**src/rtl/sc_mir_pipe_if.sv**
```systemverilog
`default_nettype none
// +----------------------------------------------------------------------+
// | sc_mir_pipe_if : handshake and decoded-field bundle for sc_mir_pipe  |
// | Rev 1.0                                                              |
// +----------------------------------------------------------------------+
interface sc_mir_pipe_if #(
  parameter int REG_AW  = 6,
  parameter int ALU_W   = 4,
  parameter int COND_W  = 3,
  parameter int JADDR_W = 11,
  parameter int WAIT_W  = 8
);
  localparam int MIR_DATAWIDTH = 3*REG_AW + 5 + ALU_W + COND_W + JADDR_W;

  logic [MIR_DATAWIDTH-1:0] SC_MIRPIPE_data_InBUS;
  logic                     SC_MIRPIPE_valid_In;
  logic                     SC_MIRPIPE_ready_Out;
  logic                     SC_MIRPIPE_advance_In;
  logic                     SC_MIRPIPE_MemDone_In;
  logic                     SC_MIRPIPE_flush_In;
  logic                     SC_MIRPIPE_valid_Out;
  logic [REG_AW-1:0]        SC_MIRPIPE_A_OutBUS;
  logic [REG_AW-1:0]        SC_MIRPIPE_B_OutBUS;
  logic [REG_AW-1:0]        SC_MIRPIPE_C_OutBUS;
  logic                     SC_MIRPIPE_AMUX_Out;
  logic                     SC_MIRPIPE_BMUX_Out;
  logic                     SC_MIRPIPE_CMUX_Out;
  logic                     SC_MIRPIPE_Read_Out;
  logic                     SC_MIRPIPE_Write_Out;
  logic [ALU_W-1:0]         SC_MIRPIPE_ALU_OutBUS;
  logic [COND_W-1:0]        SC_MIRPIPE_Cond_OutBUS;
  logic [JADDR_W-1:0]       SC_MIRPIPE_JumpAddr_OutBUS;
  logic [WAIT_W-1:0]        SC_MIRPIPE_WaitCount_OutBUS;

  modport master (
    output SC_MIRPIPE_data_InBUS, SC_MIRPIPE_valid_In, SC_MIRPIPE_advance_In,
           SC_MIRPIPE_MemDone_In, SC_MIRPIPE_flush_In,
    input  SC_MIRPIPE_ready_Out, SC_MIRPIPE_valid_Out,
           SC_MIRPIPE_A_OutBUS, SC_MIRPIPE_B_OutBUS, SC_MIRPIPE_C_OutBUS,
           SC_MIRPIPE_AMUX_Out, SC_MIRPIPE_BMUX_Out, SC_MIRPIPE_CMUX_Out,
           SC_MIRPIPE_Read_Out, SC_MIRPIPE_Write_Out, SC_MIRPIPE_ALU_OutBUS,
           SC_MIRPIPE_Cond_OutBUS, SC_MIRPIPE_JumpAddr_OutBUS,
           SC_MIRPIPE_WaitCount_OutBUS
  );

  modport slave (
    input  SC_MIRPIPE_data_InBUS, SC_MIRPIPE_valid_In, SC_MIRPIPE_advance_In,
           SC_MIRPIPE_MemDone_In, SC_MIRPIPE_flush_In,
    output SC_MIRPIPE_ready_Out, SC_MIRPIPE_valid_Out,
           SC_MIRPIPE_A_OutBUS, SC_MIRPIPE_B_OutBUS, SC_MIRPIPE_C_OutBUS,
           SC_MIRPIPE_AMUX_Out, SC_MIRPIPE_BMUX_Out, SC_MIRPIPE_CMUX_Out,
           SC_MIRPIPE_Read_Out, SC_MIRPIPE_Write_Out, SC_MIRPIPE_ALU_OutBUS,
           SC_MIRPIPE_Cond_OutBUS, SC_MIRPIPE_JumpAddr_OutBUS,
           SC_MIRPIPE_WaitCount_OutBUS
  );
endinterface
`default_nettype wire

```
**src/rtl/sc_mir_pipe.sv**
```systemverilog
`default_nettype none
// +----------------------------------------------------------------------+
// | sc_mir_pipe : microinstruction register, 2-entry elastic buffer,     |
// |               flush and memory wait-state counter. Rev 1.0           |
// +----------------------------------------------------------------------+
module sc_mir_pipe #(
  parameter int REG_AW  = 6,
  parameter int ALU_W   = 4,
  parameter int COND_W  = 3,
  parameter int JADDR_W = 11,
  parameter int WAIT_W  = 8
) (
  input  wire          SC_MIRPIPE_CLOCK_50,
  input  wire          SC_MIRPIPE_RESET_InLow,
  sc_mir_pipe_if.slave mir_if
);
  localparam int MIR_DATAWIDTH = 3*REG_AW + 5 + ALU_W + COND_W + JADDR_W;

  localparam int COND_LSB = JADDR_W;
  localparam int ALU_LSB  = COND_LSB + COND_W;
  localparam int WR_BIT   = ALU_LSB + ALU_W;
  localparam int RD_BIT   = WR_BIT + 1;
  localparam int CMUX_BIT = RD_BIT + 1;
  localparam int C_LSB    = CMUX_BIT + 1;
  localparam int BMUX_BIT = C_LSB + REG_AW;
  localparam int B_LSB    = BMUX_BIT + 1;
  localparam int AMUX_BIT = B_LSB + REG_AW;
  localparam int A_LSB    = AMUX_BIT + 1;

  localparam logic [WAIT_W-1:0] WCNT_MAX = {WAIT_W{1'b1}};

  logic [MIR_DATAWIDTH-1:0] out_word_q, out_word_d;
  logic                     out_v_q,    out_v_d;
  logic [MIR_DATAWIDTH-1:0] skid_word_q, skid_word_d;
  logic                     skid_v_q,    skid_v_d;
  logic [WAIT_W-1:0]        wcnt_q,      wcnt_d;

  logic memop, fire, ready, accept;

  // An empty OUT always holds the zero word, so memop is 0 when nothing is valid.
  assign memop  = out_word_q[RD_BIT] | out_word_q[WR_BIT];
  assign fire   = out_v_q & mir_if.SC_MIRPIPE_advance_In & (~memop | mir_if.SC_MIRPIPE_MemDone_In);
  assign ready  = ~skid_v_q;
  assign accept = mir_if.SC_MIRPIPE_valid_In & ready;

  always_comb begin
    out_word_d  = out_word_q;
    out_v_d     = out_v_q;
    skid_word_d = skid_word_q;
    skid_v_d    = skid_v_q;
    wcnt_d      = wcnt_q;

    if (mir_if.SC_MIRPIPE_flush_In) begin
      out_word_d = '0;
      out_v_d    = 1'b0;
      skid_v_d   = 1'b0;
      wcnt_d     = '0;
    end else if (!out_v_q || fire) begin
      wcnt_d = '0;
      if (skid_v_q) begin
        out_word_d = skid_word_q;
        out_v_d    = 1'b1;
        skid_v_d   = 1'b0;
      end else if (accept) begin
        out_word_d = mir_if.SC_MIRPIPE_data_InBUS;
        out_v_d    = 1'b1;
      end else begin
        out_word_d = '0;
        out_v_d    = 1'b0;
      end
    end else begin
      if (accept) begin
        skid_word_d = mir_if.SC_MIRPIPE_data_InBUS;
        skid_v_d    = 1'b1;
      end
      if (memop && !mir_if.SC_MIRPIPE_MemDone_In && wcnt_q != WCNT_MAX)
        wcnt_d = wcnt_q + 1'b1;
    end
  end

  always_ff @(posedge SC_MIRPIPE_CLOCK_50 or negedge SC_MIRPIPE_RESET_InLow) begin
    if (!SC_MIRPIPE_RESET_InLow) begin
      out_word_q  <= '0;
      out_v_q     <= 1'b0;
      skid_word_q <= '0;
      skid_v_q    <= 1'b0;
      wcnt_q      <= '0;
    end else begin
      out_word_q  <= out_word_d;
      out_v_q     <= out_v_d;
      skid_word_q <= skid_word_d;
      skid_v_q    <= skid_v_d;
      wcnt_q      <= wcnt_d;
    end
  end

  assign mir_if.SC_MIRPIPE_ready_Out        = ready;
  assign mir_if.SC_MIRPIPE_valid_Out        = out_v_q;
  assign mir_if.SC_MIRPIPE_A_OutBUS         = out_word_q[A_LSB +: REG_AW];
  assign mir_if.SC_MIRPIPE_AMUX_Out         = out_word_q[AMUX_BIT];
  assign mir_if.SC_MIRPIPE_B_OutBUS         = out_word_q[B_LSB +: REG_AW];
  assign mir_if.SC_MIRPIPE_BMUX_Out         = out_word_q[BMUX_BIT];
  assign mir_if.SC_MIRPIPE_C_OutBUS         = out_word_q[C_LSB +: REG_AW];
  assign mir_if.SC_MIRPIPE_CMUX_Out         = out_word_q[CMUX_BIT];
  assign mir_if.SC_MIRPIPE_Read_Out         = out_word_q[RD_BIT];
  assign mir_if.SC_MIRPIPE_Write_Out        = out_word_q[WR_BIT];
  assign mir_if.SC_MIRPIPE_ALU_OutBUS       = out_word_q[ALU_LSB +: ALU_W];
  assign mir_if.SC_MIRPIPE_Cond_OutBUS      = out_word_q[COND_LSB +: COND_W];
  assign mir_if.SC_MIRPIPE_JumpAddr_OutBUS  = out_word_q[JADDR_W-1:0];
  assign mir_if.SC_MIRPIPE_WaitCount_OutBUS = wcnt_q;

endmodule
`default_nettype wire
```
**src/flat_wrapper.sv**
```systemverilog
// flat-port wrapper written by rule: the top's interface ports become plain ports
module sc_mir_pipe_flat 
#(
  parameter int REG_AW  = 6,
  parameter int ALU_W   = 4,
  parameter int COND_W  = 3,
  parameter int JADDR_W = 11,
  parameter int WAIT_W  = 8
)
  (SC_MIRPIPE_CLOCK_50, SC_MIRPIPE_RESET_InLow, mir_if_SC_MIRPIPE_data_InBUS, mir_if_SC_MIRPIPE_valid_In, mir_if_SC_MIRPIPE_advance_In, mir_if_SC_MIRPIPE_MemDone_In, mir_if_SC_MIRPIPE_flush_In, mir_if_SC_MIRPIPE_ready_Out, mir_if_SC_MIRPIPE_valid_Out, mir_if_SC_MIRPIPE_A_OutBUS, mir_if_SC_MIRPIPE_B_OutBUS, mir_if_SC_MIRPIPE_C_OutBUS, mir_if_SC_MIRPIPE_AMUX_Out, mir_if_SC_MIRPIPE_BMUX_Out, mir_if_SC_MIRPIPE_CMUX_Out, mir_if_SC_MIRPIPE_Read_Out, mir_if_SC_MIRPIPE_Write_Out, mir_if_SC_MIRPIPE_ALU_OutBUS, mir_if_SC_MIRPIPE_Cond_OutBUS, mir_if_SC_MIRPIPE_JumpAddr_OutBUS, mir_if_SC_MIRPIPE_WaitCount_OutBUS);
  sc_mir_pipe_if #(.REG_AW(REG_AW), .ALU_W(ALU_W), .COND_W(COND_W), .JADDR_W(JADDR_W), .WAIT_W(WAIT_W)) mir_if_i ();
  input  wire SC_MIRPIPE_CLOCK_50;
  input  wire SC_MIRPIPE_RESET_InLow;
  input wire logic [$bits(mir_if_i.SC_MIRPIPE_data_InBUS)-1:0] mir_if_SC_MIRPIPE_data_InBUS;
  input wire logic [$bits(mir_if_i.SC_MIRPIPE_valid_In)-1:0] mir_if_SC_MIRPIPE_valid_In;
  input wire logic [$bits(mir_if_i.SC_MIRPIPE_advance_In)-1:0] mir_if_SC_MIRPIPE_advance_In;
  input wire logic [$bits(mir_if_i.SC_MIRPIPE_MemDone_In)-1:0] mir_if_SC_MIRPIPE_MemDone_In;
  input wire logic [$bits(mir_if_i.SC_MIRPIPE_flush_In)-1:0] mir_if_SC_MIRPIPE_flush_In;
  output wire logic [$bits(mir_if_i.SC_MIRPIPE_ready_Out)-1:0] mir_if_SC_MIRPIPE_ready_Out;
  output wire logic [$bits(mir_if_i.SC_MIRPIPE_valid_Out)-1:0] mir_if_SC_MIRPIPE_valid_Out;
  output wire logic [$bits(mir_if_i.SC_MIRPIPE_A_OutBUS)-1:0] mir_if_SC_MIRPIPE_A_OutBUS;
  output wire logic [$bits(mir_if_i.SC_MIRPIPE_B_OutBUS)-1:0] mir_if_SC_MIRPIPE_B_OutBUS;
  output wire logic [$bits(mir_if_i.SC_MIRPIPE_C_OutBUS)-1:0] mir_if_SC_MIRPIPE_C_OutBUS;
  output wire logic [$bits(mir_if_i.SC_MIRPIPE_AMUX_Out)-1:0] mir_if_SC_MIRPIPE_AMUX_Out;
  output wire logic [$bits(mir_if_i.SC_MIRPIPE_BMUX_Out)-1:0] mir_if_SC_MIRPIPE_BMUX_Out;
  output wire logic [$bits(mir_if_i.SC_MIRPIPE_CMUX_Out)-1:0] mir_if_SC_MIRPIPE_CMUX_Out;
  output wire logic [$bits(mir_if_i.SC_MIRPIPE_Read_Out)-1:0] mir_if_SC_MIRPIPE_Read_Out;
  output wire logic [$bits(mir_if_i.SC_MIRPIPE_Write_Out)-1:0] mir_if_SC_MIRPIPE_Write_Out;
  output wire logic [$bits(mir_if_i.SC_MIRPIPE_ALU_OutBUS)-1:0] mir_if_SC_MIRPIPE_ALU_OutBUS;
  output wire logic [$bits(mir_if_i.SC_MIRPIPE_Cond_OutBUS)-1:0] mir_if_SC_MIRPIPE_Cond_OutBUS;
  output wire logic [$bits(mir_if_i.SC_MIRPIPE_JumpAddr_OutBUS)-1:0] mir_if_SC_MIRPIPE_JumpAddr_OutBUS;
  output wire logic [$bits(mir_if_i.SC_MIRPIPE_WaitCount_OutBUS)-1:0] mir_if_SC_MIRPIPE_WaitCount_OutBUS;
  assign mir_if_i.SC_MIRPIPE_data_InBUS = mir_if_SC_MIRPIPE_data_InBUS;
  assign mir_if_i.SC_MIRPIPE_valid_In = mir_if_SC_MIRPIPE_valid_In;
  assign mir_if_i.SC_MIRPIPE_advance_In = mir_if_SC_MIRPIPE_advance_In;
  assign mir_if_i.SC_MIRPIPE_MemDone_In = mir_if_SC_MIRPIPE_MemDone_In;
  assign mir_if_i.SC_MIRPIPE_flush_In = mir_if_SC_MIRPIPE_flush_In;
  assign mir_if_SC_MIRPIPE_ready_Out = mir_if_i.SC_MIRPIPE_ready_Out;
  assign mir_if_SC_MIRPIPE_valid_Out = mir_if_i.SC_MIRPIPE_valid_Out;
  assign mir_if_SC_MIRPIPE_A_OutBUS = mir_if_i.SC_MIRPIPE_A_OutBUS;
  assign mir_if_SC_MIRPIPE_B_OutBUS = mir_if_i.SC_MIRPIPE_B_OutBUS;
  assign mir_if_SC_MIRPIPE_C_OutBUS = mir_if_i.SC_MIRPIPE_C_OutBUS;
  assign mir_if_SC_MIRPIPE_AMUX_Out = mir_if_i.SC_MIRPIPE_AMUX_Out;
  assign mir_if_SC_MIRPIPE_BMUX_Out = mir_if_i.SC_MIRPIPE_BMUX_Out;
  assign mir_if_SC_MIRPIPE_CMUX_Out = mir_if_i.SC_MIRPIPE_CMUX_Out;
  assign mir_if_SC_MIRPIPE_Read_Out = mir_if_i.SC_MIRPIPE_Read_Out;
  assign mir_if_SC_MIRPIPE_Write_Out = mir_if_i.SC_MIRPIPE_Write_Out;
  assign mir_if_SC_MIRPIPE_ALU_OutBUS = mir_if_i.SC_MIRPIPE_ALU_OutBUS;
  assign mir_if_SC_MIRPIPE_Cond_OutBUS = mir_if_i.SC_MIRPIPE_Cond_OutBUS;
  assign mir_if_SC_MIRPIPE_JumpAddr_OutBUS = mir_if_i.SC_MIRPIPE_JumpAddr_OutBUS;
  assign mir_if_SC_MIRPIPE_WaitCount_OutBUS = mir_if_i.SC_MIRPIPE_WaitCount_OutBUS;
  sc_mir_pipe #(.REG_AW(REG_AW), .ALU_W(ALU_W), .COND_W(COND_W), .JADDR_W(JADDR_W), .WAIT_W(WAIT_W)) u_core (.SC_MIRPIPE_CLOCK_50(SC_MIRPIPE_CLOCK_50), .SC_MIRPIPE_RESET_InLow(SC_MIRPIPE_RESET_InLow), .mir_if(mir_if_i));
endmodule
```
**config.mk**
```make
export PLATFORM = sky130hd
export DESIGN_NAME = sc_mir_pipe_flat
export DESIGN_NICKNAME = d
export VERILOG_FILES = /design/src/rtl/sc_mir_pipe_if.sv /design/src/rtl/sc_mir_pipe.sv /design/src/flat_wrapper.sv
export SDC_FILE = /design/constraint.sdc
export NUM_CORES = 1
export LEC_CHECK = 0
export CAP_MARGIN = 20
export CORE_UTILIZATION = 35
export DETAILED_ROUTE_END_ITERATION = 6
export HOLD_SLACK_MARGIN = 0.12
export PLACE_DENSITY = 0.66
export SYNTH_ARGS = -nofsm -noshare
export SYNTH_HDL_FRONTEND = slang
export SYNTH_SLANG_ARGS = --single-unit
```
**constraint.sdc**
```tcl
create_clock -name SC_MIRPIPE_CLOCK_50 -period 1.8 [get_ports SC_MIRPIPE_CLOCK_50]
set_input_delay 0.36 -clock SC_MIRPIPE_CLOCK_50 [delete_from_list [all_inputs] [get_ports SC_MIRPIPE_CLOCK_50]]
set_output_delay 0.36 -clock SC_MIRPIPE_CLOCK_50 [all_outputs]
set_load 0.005 [all_outputs]
```
# Yosys cells after proc, flatten, opt, wreduce, memory -nomap -nowiden
# Cells that the tools add are included.
# word_totals
input_bits,47
word_cells,39
register_bits,92
out_inout_bits,51
# classes
n_reduce_logical,9
n_bitwise,9
n_eq_ne,1
n_mux,14
n_addsub,1
# ops
op,n
$mux 41,4
$mux 8,3
$add 8x1->8 const B,1
$ne 8x8->1 const B,1
$mux 1,7
$reduce_bool 3->1,2
$not 1->1,4
$and 1x1->1,3
$reduce_and 3->1,1
$logic_and 1x1->1,2
$logic_not 1->1,2
$or 1x1->1,2
$reduce_bool 2->1,1
$logic_or 1x1->1,1

# Logic depth before layout (Yosys ltp)
# Gate-level depths: netlist (run 1).
# logic_depth
ltp_word,7
ltp_mapped,7
depth_no_buf,5

# Worst setup path before layout (run 1)
# No wires, ideal clock.
# synth_path
path_kind,flip-flop to flip-flop
startpoint,register u_core.out_word_q[18]
endpoint,register u_core.skid_word_q[0]
t_required_ps,1675
path_stages_with_launch,7
setup_time_ps,125
setup_slack_ps,170
path_buffers,2
arrival_time_ps,1505
period_less_slack_ps,1630
path_cell_list,dfrtp_1 o21ba_1 o211a_1 and2_1 buf_6 buf_6 mux2_4
# synth_between
elab_chain_len,7
# synth_rtl
element,line_no,text
start: declaration,sc_mir_pipe.sv:32,"logic [MIR_DATAWIDTH-1:0] out_word_q, out_word_d;"
start signal: assignment,sc_mir_pipe.sv:89,out_word_q <= out_word_d;
$or 1x1->1,sc_mir_pipe.sv:41,assign memop = out_word_q[RD_BIT] | out_word_q[WR_BIT];
$not 1->1,sc_mir_pipe.sv:42,assign fire = out_v_q & mir_if.SC_MIRPIPE_advance_In & (~memop | mir_if.SC_MIRPIPE_MemDone_In);
$or 1x1->1,sc_mir_pipe.sv:42,
$and 1x1->1,sc_mir_pipe.sv:42,
$logic_or 1x1->1,sc_mir_pipe.sv:58,end else if (!out_v_q || fire) begin
$not 1->1 (no line),n/a,
$reduce_and 3->1 (no line),n/a,
end signal: assignment,sc_mir_pipe.sv:91,skid_word_q <= skid_word_d;
end: declaration,sc_mir_pipe.sv:34,"logic [MIR_DATAWIDTH-1:0] skid_word_q, skid_word_d;"
# No other way between the ends.
# A chain may end at the register's enable or synchronous reset.

# Worst setup path after layout (run 1)
# layout_path
startpoint,register u_core.wcnt_q[7] (netlist: u_core.mir_if.SC_MIRPIPE_WaitCount_OutBUS[7])
endpoint,output mir_if_SC_MIRPIPE_WaitCount_OutBUS[7]
# layout_rtl
element,line_no,text
start: declaration,sc_mir_pipe.sv:36,"logic [WAIT_W-1:0] wcnt_q, wcnt_d;"
start signal: assignment,sc_mir_pipe.sv:93,wcnt_q <= wcnt_d;
end: declaration,flat_wrapper.sv:32,output wire logic [$bits(mir_if_i.SC_MIRPIPE_WaitCount_OutBUS)-1:0] mir_if_SC_MIRPIPE_WaitCount_OutBUS;
# No word-level cell between the ends.

==> results of run 1 <==
## sequential cells by signal, summed over array words and instances, names as in the netlist
name	flops
u_core.mir_if.SC_MIRPIPE_WaitCount_OutBUS	8
u_core.mir_if.SC_MIRPIPE_valid_Out	1
u_core.out_word_q	41
u_core.skid_v_q	1
u_core.skid_word_q	41
## layer usage
metal  up-vias  wire (µm)
met5         -          0
met4         0        102
met3         6        520
met2        83       5053
met1      1601       5077
li1       1580          -
## logic make-up after synthesis
family | synth area share (%)
compound gates | 14.22
xor+xnor | 0.4081
fa+ha+maj | 0.2914
buf+inv | 4.226
flops | 53.63
mux | 14.95
simple gates | 12.27
## synth_stat cells, drive strengths merged (2+ instances only)
cell type / instances / area share, %
dfrtp: 92 / 54
nor2: 48 / 4.2
a211oi: 42 / 7.3
a21oi: 42 / 4.9
mux2: 41 / 14
and3: 40 / 5.8
clkbuf: 20 / 1.7
buf: 13 / 2.1
inv: 4 / 0.35
mux2i: 3 / 0.70
nand2b: 3 / 0.44
nand3: 3 / 0.35
nor3: 3 / 0.35
o21ai: 3 / 0.35
a22oi: 2 / 0.35
nand2: 2 / 0.17
## power by group
part,internal [µW],switching (µW)
sequential,2400,207
combinational,689,360
clock,1300,762
## worst paths after layout
check	from	endpoint	slack [ns]	cells after the start
max	u_core.mir_if.SC_MIRPIPE_WaitCount_OutBUS[7]$_DFFE_PN0P_	mir_if_SC_MIRPIPE_WaitCount_OutBUS[7]	0.10	1
min	SC_MIRPIPE_RESET_InLow	u_core.mir_if.SC_MIRPIPE_WaitCount_OutBUS[6]$_DFFE_PN0P_	0.51	2
max reg2reg	u_core.out_word_q[18]$_DFFE_PN0P_	u_core.skid_word_q[12]$_DFFE_PN0P_	0.12	5
min reg2reg	u_core.skid_word_q[29]$_DFFE_PN0P_	u_core.skid_word_q[29]$_DFFE_PN0P_	0.52	1
max in group asynchronous	SC_MIRPIPE_RESET_InLow	u_core.skid_v_q$_DFFE_PN0P_	0.74	3
min in group SC_MIRPIPE_CLOCK_50	u_core.skid_word_q[29]$_DFFE_PN0P_	u_core.skid_word_q[29]$_DFFE_PN0P_	0.52	1
## what timing repair did
| item | CTS | global route |
|---|---|---|
| hold buffers | 1 | 0 |
| endpoints found under the setup margin | 32 | 47 |
| hold endpoints to repair | 26 | 0 |
| gates resized for setup | 1 | 6 |
| pin swaps | 0 | 1 |
| setup buffers | 0 | 3 |
| cloned | 0 | 2 |
## area by class of cell
class | instances | area [µm²]
Clock buffer | 13 | 260.3
Clock inverter | 3 | 68.82
Fill cell | 1060 | 5936
Inverter | 4 | 15.01
Multi-Input combinational cell | 247 | 1837
Sequential cell | 92 | 2303
Tap cell | 147 | 183.9
Timing Repair Buffer | 135 | 1358
## metrics by stage
stage | hold WS [ns] | utilization [%] | instance area [µm²] | total power (µW) | instances
4_1_cts | 0.5035 | 49.58 | 5931 | 5761 | 636
3_5_place_dp | 0.3238 | 46.74 | 5590 | 3675 | 619
3_3_place_gp | 0.3170 | 46.74 | 5590 | 3630 | 619
6_report | 0.5068 | 50.38 | 6026 | 5717 | 641
5_1_grt | 0.5323 | 50.38 | 6026 | 5989 | 641
2_1_floorplan | 0.06441 | - | 4293 | 3185 | 376
==> results.cfg, run 1 <==
[floorplan]
fp.dieW_um = 112.8
die_area_um2 = 12710
rows = 40
die_h_um = 112.8
start_util_pct = 35.89
core_um2 = 11960
io_pins = 98

[run_status]
status = finished, final reports clean

[global_routing]
grt_antenna_before_repair = 0
busiest_layer = met2
grt_use_met1_pct = 23.95
met3_usage_pct = 4.285
grt_pass1_wl_mm = 17.46
first_global_vias = 3420
overflow = 0
grt.total_usage_pct = 17.72
grtUsageMet2_pct = 28.07
grt_max_degree = 43

[drt]
routed_wirelength_mm = 10.75
routedWlPerCell_um = 16.78
vias = 3270
vias_per_cell = 5.101
drt-initial-drc-count = 160
antenna_left = 0
drc_errors = 0
first_pass_iters = 4

[run]
cap_violations = 0

[timing]
fin_skew_ns = 0.006242
hold_viol = 0
finalWorstSetupSlack_ns = 0.1017
timing.setup.tns_ns = 0
fin_crit_sh_pct = 94.35
rsz0062_at_grt = false
period_needed_ns = 1.698
relSlewSlack_pct = 68.26
worstMarginPinSlew_ns = 0.4761
slew_violations = 0
setup_viol = 0
max_freq_mhz = 588.8

[place]
gp_congestion = 0.7983
pre_cts_ws_ns = -0.3662
io_buffers = 97
hpwl_mm = 7.265

[critical_path]
crit_buf_inv = 1
worstPathArrival_ns = 1.34
critical_path.max_fanout = 8
critPathTopFamily = buffers and inverters
max_stage_delay_ns = 0.55
cp_cell_sequence = clkdlybuf4s50_1
cp_slowest_cell = clkdlybuf4s50_1
critPathCaptureType = primary output
crit_required_ns = 1.44
startpoint_type = flip-flop
crit_type = flip-flop to primary output

[cells_and_area]
antenna-diode-count = 0
syn_to_final_growth_pct = 40.37
drive_above_1_share_pct = 19.84
final_net_count = 537
final_common_cell = clkdlybuf4s50_1
most-common-layout-cells = clkdlybuf4s50_1 (93), dfrtp_1 (91), nor2_1 (48)

[yosys]
ys_seq_area_share_pct = 53.63
yosys_warnings = 0
netlist_instances = 376
syn_avg_cell_area_um2 = 11.42
ys_async_sr_fraction_pct = 100.0
synth_area_um2 = 4293
syn-num-nets = 424
synth-main-ff-cell = dfrtp_1
synth_edf_count = 0
ys_ff_latch = 92
synth_cell_type_count = 35

[clock_tree]
cts_buffer_depth = 2
clk_pin_slew_ns = 0.06
cts_buffers = 9
clock_latency_ns = 0.34
h-tree-depth = 3
cts_tree = built
cts.sinks = 92
cts_root_buf = clkbuf_16

[pwr]
power_density_nw_per_um2 = 948.8
total_leakage_power_uw = 0.002729
vdd_ir_drop_max_v = 0.0004009

[hold_path]
hold_class = input port to asynchronous set/reset pin
Note: power is estimated with default switching activity, not from simulation.
==> inputs of run 2 (changes only) <==
- GPL_ROUTABILITY_DRIVEN: unset -> 0
==> results of run 2 <==
Final layout, timing and power as in run 1 (identical DEF).
==> inputs of run 3 (changes only) <==
- REMOVE_ABC_BUFFERS: unset -> 1
==> run 3 against run 2 <==
Non-clock buffer count shrank 11. Hold slack lost 0.11 ns. Register-to-register slack is essentially flat. Maximum frequency shrank 3.6%. Critical path type is now input port to flip-flop.
==> results.cfg, run 3 (same netlist as run 1, synthesis figures left out) <==
[run_status]
status = finished, final reports clean

[place]
io_buffers = 97
placed_area_um2 = 5540
hpwl_mm = 7.049

[clock_tree]
clk_pin_slew_ns = 0.06
clock_latency_ns = 0.34
cts_tree = built
cts_buffer_depth = 2
h-tree-depth = 3
cts_buffers = 9
cts_root_buf = clkbuf_16
cts.sinks = 92

[cells_and_area]
antenna-diode-count = 0
utilization_pct = 49.46
final_net_count = 526
drive_above_1_share_pct = 18.63
final_cell_area_um2 = 5916
most-common-layout-cells = clkdlybuf4s50_1 (95), dfrtp_1 (91), nor2_1 (48)
final_common_cell = clkdlybuf4s50_1
syn_to_final_growth_pct = 37.80

[timing]
worstMarginPinSlew_ns = 0.5209
relSlewSlack_pct = 65.27
hold-worst-slack_ns = 0.3975
slew_violations = 0
hold_viol = 0
fin_skew_ns = 0.004091
max_freq_mhz = 567.4
period_needed_ns = 1.763
rsz0062_at_grt = true
setup_viol = 0
fin_crit_sh_pct = 97.92

[floorplan]
die_area_um2 = 12710
core_um2 = 11960
fp.dieW_um = 112.8
die_h_um = 112.8
start_util_pct = 35.89
rows = 40
io_pins = 98

[critical_path]
crit_buf_inv = 4
critPathTopFamily = buffers and inverters
critical_path.max_fanout = 18
startpoint_type = input port
crit_required_ns = 2.04
cp_slowest_cell = clkdlybuf4s50_1
max_stage_delay_ns = 0.48
crit_type = input port to flip-flop
worstPathArrival_ns = 2.00
critPathCaptureType = flip-flop
cp_cell_sequence = clkdlybuf4s50_1, o21ba_1, buf_4, o21ai_4, buf_6, buf_12, nor2_1, a211oi_1

[global_routing]
grt.total_usage_pct = 17.40
grt_pass1_wl_mm = 17.12
grt_max_degree = 43
first_global_vias = 3326
overflow = 0
grt_antenna_before_repair = 0

[drt]
vias = 3310
vias_per_cell = 5.254
routedWlPerCell_um = 16.86
drt-initial-drc-count = 177
first_pass_iters = 7
routed_wirelength_mm = 10.62
drc_errors = 0
antenna_left = 0

[pwr]
vdd_ir_drop_max_v = 0.0004123
total_leakage_power_uw = 0.002667
power_density_nw_per_um2 = 927.8

[run]
cap_violations = 0

[hold_path]
hold_class = input port to flip-flop
-- run 3: changes by cell type in the layout (fill, tap and decap cells not counted), moves of 2 or more --
| cell | before | now |
|---|---|---|
| clkbuf_8 | 2 | 4 |
| bufinv_16 | 2 | 0 |
| clkdlybuf4s50_1 | 93 | 95 |
| dlymetal6s2s_1 | 2 | 0 |
| a211oi_1 | 42 | 38 |
| a211oi_2 | 0 | 4 |
| buf_12 | 5 | 7 |
| buf_4 | 30 | 18 |
-- run 3: layout make-up --
type                    count  area (µm²)
fillers                  1098        6046
flip-flops and latches     92        2303
multi-input cells         247        1843
repair buffers            124        1277
clock buffers              15       287.8
well taps                 147       183.9
inverters                   4       15.01
clock inverters             1       5.005
-- run 3: per-layer routing --
layer	GRT usage [%]	share of wire, %
met1	24.15	48
met2	26.83	46
met3	3.803	4.9
met4	6.311	1.5
met5	0	0
-- run 3: worst paths after layout --
kind                                                         start                                                        to  slack [ns]  cells after the start
worst min register to register  u_core.skid_word_q[18]$_DFFE_PN0P_                        u_core.skid_word_q[18]$_DFFE_PN0P_        0.51                      1
max in group asynchronous                   SC_MIRPIPE_RESET_InLow                         u_core.out_word_q[20]$_DFFE_PN0P_        0.80                      3
worst max-delay path                  mir_if_SC_MIRPIPE_MemDone_In                         u_core.out_word_q[10]$_DFFE_PN0P_        0.04                      8
worst min-delay path                    mir_if_SC_MIRPIPE_flush_In  u_core.mir_if.SC_MIRPIPE_WaitCount_OutBUS[5]$_DFFE_PN0P_        0.40                      4
worst max register to register   u_core.out_word_q[18]$_DFFE_PN0P_                         u_core.out_word_q[10]$_DFFE_PN0P_        0.12                      7
min in group asynchronous                   SC_MIRPIPE_RESET_InLow  u_core.mir_if.SC_MIRPIPE_WaitCount_OutBUS[6]$_DFFE_PN0P_        0.45                      2
-- run 3: through the flow --
step / total power [µW] / setup WS, ns / setup TNS [ns] / cells
global route: 5770 / -0.03447 / -0.1129 / 630
floorplan: 3164 / -2.249 / -156.34 / 343
global placement: 3619 / -0.2984 / -21.73 / 609
detailed placement: 3657 / -0.3194 / -21.46 / 609
CTS: 5523 / 0.02720 / 0 / 626
finish: 5489 / 0.03749 / 0 / 630
-- run 3: report_power, final --
group | switching [µW] | internal (µW)
Sequential | 205 | 2400
Clock | 749 | 1090
Combinational | 358 | 687
Total | 1310 | 4180
-- run 3: tightest hold or removal path, cell delays in order --
cell      delay [ns]
buf_2           0.09
inv_1           0.06
nand2b_1        0.10
o41ai_1         0.09
-- run 3: timing repair --
| action | in CTS | in global routing |
|---|---|---|
| endpoints found under the setup margin | 1 | 22 |
| hold buffers | 1 | 0 |
| setup buffers | 0 | 3 |
| resized for setup | 1 | 6 |
| gates cloned | 0 | 1 |
| hold endpoints to repair | 18 | 0 |
| pin swaps | 0 | 3 |
